**src/rtl/product_bcd_converter.sv**
```systemverilog
// Sequential binary-to-BCD converter (shift-add-3), one shift step per clock.
// Converts the multiplier product into packed BCD digits behind a start/busy/done handshake.
module product_bcd_converter #(
    parameter int unsigned WIDTH  = 8,
    parameter int unsigned DIGITS = 3
) (
    input  logic                  clk,
    input  logic                  rst_n,
    input  logic                  start,
    input  logic [WIDTH-1:0]      bin_in,
    output logic                  busy,
    output logic                  done,
    output logic [4*DIGITS-1:0]   bcd_out
);

    localparam int unsigned BCD_W  = 4 * DIGITS;
    localparam int unsigned CNT_W  = $clog2(WIDTH + 1);
    localparam int unsigned STEP_W = BCD_W + WIDTH;

    // Elaboration-time guard: enough digits to hold the largest binary value.
    function automatic bit digits_sufficient(input int unsigned w, input int unsigned d);
        longint unsigned max_bin;
        longint unsigned cap;
        max_bin = (64'd1 << w) - 64'd1;
        cap     = 64'd1;
        for (int unsigned i = 0; i < d; i++) begin
            cap = cap * 64'd10;
        end
        return cap > max_bin;
    endfunction

    if (!digits_sufficient(WIDTH, DIGITS)) begin : g_bad_params
        $error("product_bcd_converter: DIGITS too small for WIDTH");
    end

    typedef enum logic [1:0] {
        IDLE  = 2'd0,
        SHIFT = 2'd1,
        DONE  = 2'd2
    } state_t;

    state_t              state_q;
    state_t              state_d;
    logic [WIDTH-1:0]    shreg_q;
    logic [WIDTH-1:0]    shreg_d;
    logic [BCD_W-1:0]    scratch_q;
    logic [BCD_W-1:0]    scratch_d;
    logic [CNT_W-1:0]    cnt_q;
    logic [CNT_W-1:0]    cnt_d;
    logic                busy_d;
    logic                done_d;
    logic [BCD_W-1:0]    bcd_d;
    logic [BCD_W-1:0]    adj;
    logic [STEP_W-1:0]   step;

    // Add-3 correction per digit (no carry between digits), then one left shift.
    always_comb begin
        adj = '0;
        for (int unsigned i = 0; i < DIGITS; i++) begin
            if (scratch_q[4*i +: 4] >= 4'd5) begin
                adj[4*i +: 4] = 4'(scratch_q[4*i +: 4] + 4'd3);
            end else begin
                adj[4*i +: 4] = scratch_q[4*i +: 4];
            end
        end
        step = {adj, shreg_q} << 1;
    end

    // Next-state and registered-output logic.
    always_comb begin
        state_d   = state_q;
        shreg_d   = shreg_q;
        scratch_d = scratch_q;
        cnt_d     = cnt_q;
        bcd_d     = bcd_out;
        busy_d    = 1'b0;
        done_d    = 1'b0;

        case (state_q)
            IDLE: begin
                if (start) begin
                    shreg_d   = bin_in;
                    scratch_d = '0;
                    cnt_d     = CNT_W'(WIDTH);
                    busy_d    = 1'b1;
                    state_d   = SHIFT;
                end
            end
            SHIFT: begin
                busy_d                = 1'b1;
                {scratch_d, shreg_d}  = step;
                cnt_d                 = cnt_q - CNT_W'(1);
                // Final shift: publish result so done and bcd_out appear together.
                if (cnt_q == CNT_W'(1)) begin
                    busy_d  = 1'b0;
                    done_d  = 1'b1;
                    bcd_d   = step[WIDTH +: BCD_W];
                    state_d = DONE;
                end
            end
            DONE: begin
                state_d = IDLE;
            end
            default: begin
                state_d = IDLE;
            end
        endcase
    end

    always_ff @(posedge clk or negedge rst_n) begin
        if (!rst_n) begin
            state_q   <= IDLE;
            shreg_q   <= '0;
            scratch_q <= '0;
            cnt_q     <= '0;
            busy      <= 1'b0;
            done      <= 1'b0;
            bcd_out   <= '0;
        end else begin
            state_q   <= state_d;
            shreg_q   <= shreg_d;
            scratch_q <= scratch_d;
            cnt_q     <= cnt_d;
            busy      <= busy_d;
            done      <= done_d;
            bcd_out   <= bcd_d;
        end
    end

endmodule
```
**config.mk**
```make
export PLATFORM = sky130hd
export DESIGN_NAME = product_bcd_converter
export DESIGN_NICKNAME = d
export VERILOG_FILES = /design/src/rtl/product_bcd_converter.sv
export SDC_FILE = /design/constraint.sdc
export NUM_CORES = 1
export LEC_CHECK = 0
export ABC_CLOCK_PERIOD_IN_PS = 1450
export CAP_MARGIN = 20
export CORE_ASPECT_RATIO = 0.5
export CORE_MARGIN = 5
export CORE_UTILIZATION = 30
export CTS_CLUSTER_DIAMETER = 40
export DETAILED_ROUTE_END_ITERATION = 8
export GPL_TIMING_DRIVEN = 0
export PLACE_DENSITY = 0.61
export SYNTH_ARGS = -nofsm -noshare
export SYNTH_HDL_FRONTEND = slang
export SYNTH_SLANG_ARGS = --single-unit
```
**constraint.sdc**
```tcl
create_clock -name clk -period 1.45 [get_ports clk]
set_input_delay 0.435 -clock clk [delete_from_list [all_inputs] [get_ports clk]]
set_output_delay 0.435 -clock clk [all_outputs]
set_load 0.05 [all_outputs]
```
==> flow_summary_export.csv <==
group,metric,value,unit
outcome,status,"complete, but fails checks",
outcome,violations,"negative setup slack",
finish,fillerInstances,592,
yosys,ys_types,28,
critical_path,endpoint_kind,"register",
yosys,yosysSeqAreaShare,0.516,
sta,relSlewSlack,0.743,
finish,utilization,0.444,
sta,setup_slack,-0.0605,ns
die,die_x,124,um
route,antenna_left,0,
grt,antenna_found_initial,0,
grt,grt_pass1_wl,7620,um
pwr,finalPower,6.83,mW
yosys,ys_ff_latch,40,
finish,final_cell_mix,"39 x dfrtp_1, 23 x o21ai_0, 22 x buf_4",
grt,track_usage,0.118,
route,dr.first_iter.drc_count,84,
sta,maxSlewViolCount,0,
pwr,power_density,2490,nW/um^2
clocking,cts_sinks,40,
route,drc,0,
critical_path,worstSetupPathType,"register to register",
pwr,leakage,1.23,nW
route,wl,4760,um
yosys,netlist_area,1940,um^2
sta,rsz0062_at_grt,"yes",
grt,first_global_vias,1617,
die,dieArea,8270,um^2
clocking,path_clk_slew,0.06,ns
critical_path,crit_path_max_fanout,4,
sta,finalCriticalPeriod,1.51,ns
critical_path,cp.required,1.67,ns
sta,timing.final.crit_share,1.04,
worst_hold_path,worst_hold_path.endpoint,"bcd_out[4]",
sta,setup_viol,5,
sta,fin_worst_skew,0.00331,ns
critical_path,startpoint_type,"register",
worst_hold_path,hp-class,"register to register",
yosys,synthCells,186,
place,pre_cts_ws,-0.171,ns
place,dp_hpwl,2820,um
finish,drive_gt1_frac,0.360,
finish,antenna_cells,0,
place,port_buffers,23,
clocking,clock_latency,0.28,ns
sta,fmax,662,MHz
place,gp_congestion,0.746,
finish,nets,257,
finish,multiInputGateArea,1020,um^2
die,core,6180,um^2
clocking,cts_buffers,5,
finish,area_growth_syn_to_layout,41.6,%
die,die_y,66.9,um
critical_path,r2r_slack,-0.06,ns
sta,setup_tns,-0.120,ns
sta,hold_viol,0,
grt,grt_max_degree,36,
flow_run,drv_cap,0,
route,vias_per_cell,4.75,
clocking,clock_path_buffers,2,
finish,regArea,1000,um^2
yosys,avgSynthCellArea,10.4,um^2
critical_path,rr_startpoint,"scratch_q[8]",
worst_hold_path,hold-path-cell-count,2,
worst_hold_path,min_from,"bcd_out[4]",
critical_path,r2r_cells,5,
clocking,clockRootBuffer,"clkbuf_16",
route,dr.pass1.iters,4,
route,wire_per_inst,14.5,um
yosys,yosys_warnings,0,
clocking,tritoncts,"done",
die,num_rows,20,
route,via_count,1554,
critical_path,cp.arrival,1.73,ns
grt,overflow,0,
clocking,h-tree-depth,2,
critical_path,r2r-end,"bcd_out[10]",
finish,mostFrequentLayoutCell,"dfrtp_1",
sta,worstMarginPinSlew,0.385,ns
yosys,syn-num-nets,205,
pwr,peakVddDrop,0.692,mV
die,start_util,0.314,
die,io_pins,25,
-- critical path: stages (launching register included) --
cell and delay (ns):
dfrtp_2 0.47, ha_4 0.18, nand2b_4 0.14, a21oi_4 0.20, mux2i_1 0.28, mux2_4 0.19
-- registers in the layout, summed over array words and instances (netlist names) --
| register | count |
|---|---|
| cnt_q | 4 |
| shreg_q | 8 |
| state_q | 2 |
| scratch_q | 12 |
| done | 1 |
| bcd_out | 12 |
| busy | 1 |
-- power breakdown --
group | switching (mW) | total, mW | internal, mW
logic | 1.95 | 3.55 | 1.60
registers | 0.452 | 2.05 | 1.59
clock network | 0.429 | 1.24 | 0.809
-- final cells by class --
cell class	count	area share
Multi-Input combinational cell	127	0.370
Sequential cell	40	0.365
Timing Repair Buffer	46	0.129
Clock buffer	6	0.0469
Tap cell	88	0.0401
Buffer	8	0.0196
Inverter	10	0.0164
Clock inverter	2	0.0128
-- worst max path at each step --
stage	end	slack (ns)	start	cells past startpoint
global placement	shreg_q[1]	-1.07	rst_n	1
finish	bcd_out[10]	-0.06	scratch_q[8]	5
CTS	bcd_out[6]	0.00007	scratch_q[5]	6
global route	bcd_out[0]	-0.09	cnt_q[1]	6
detailed placement	bcd_out[6]	-0.17	cnt_q[1]	6
floorplan	bcd_out[10]	0.01	cnt_q[1]	6
-- synth_stat cells --
cell       n  area [um^2]
buf_2      5         25.0
nand2b_1   4         25.0
dfrtp_1   40         1000
nand3b_1   1         7.51
mux2_2     6         67.6
clkbuf_1   2         7.51
a21oi_1   16         80.1
nand3_1    3         15.0
inv_1      9         33.8
xnor2_1    3         26.3
nor2b_1   10         62.6
a22o_1     6         52.6
nor2b_2    1         8.76
nor3_1     4         20.0
o21bai_2   1         11.3
nor3b_1    5         37.5
nand2_4    1         11.3
a22oi_1    7         52.6
ha_1       8          100
buf_6      2         22.5
nor3b_2    1         12.5
o21ai_1    4         20.0
nor2_1     1         3.75
mux2i_1    3         30.0
a21oi_2    3         26.3
nand2_1   16         60.1
o21ai_0   23          115
inv_2      1         3.75
-- cell families (layout without fill, tap and decap cells) --
family,after synthesis,count (layout),share of synthesized area
DFF,40,40,0.516
muxes,9,9,0.0503
buffers and inverters,19,72,0.0477
AOI/OAI and AO/OA,60,60,0.185
adders and majority gates,8,8,0.0516
xor gates and xnor gates,3,3,0.0136
and+or+nand+nor,47,47,0.136
-- metrics by stage --
step	std cells	hold WS [ns]	instance area, um^2
2_1_floorplan	186	0.139	1950
3_3_place_gp	297	0.466	2290
5_1_grt	327	0.523	2750
3_5_place_dp	298	0.275	2300
4_1_cts	321	0.488	2660
6_report	327	0.477	2750
-- layer usage --
metal / GRT usage / vias to the layer above / wire length, um
met5: 0 / - / 0
met4: 0.0497 / 0 / 101
met3: 0.0322 / 11 / 211
met2: 0.190 / 28 / 2280
met1: 0.149 / 763 / 2170
li1: - / 752 / -
-- repair_timing --
item	CTS	global route
hold buffers	1	0
pin swaps	7	6
endpoints found under the hold margin	5	0
endpoints found under the setup margin	34	28
resized for setup	69	38
setup buffers	14	7
Note: power is estimated with default switching activity, not from simulation.
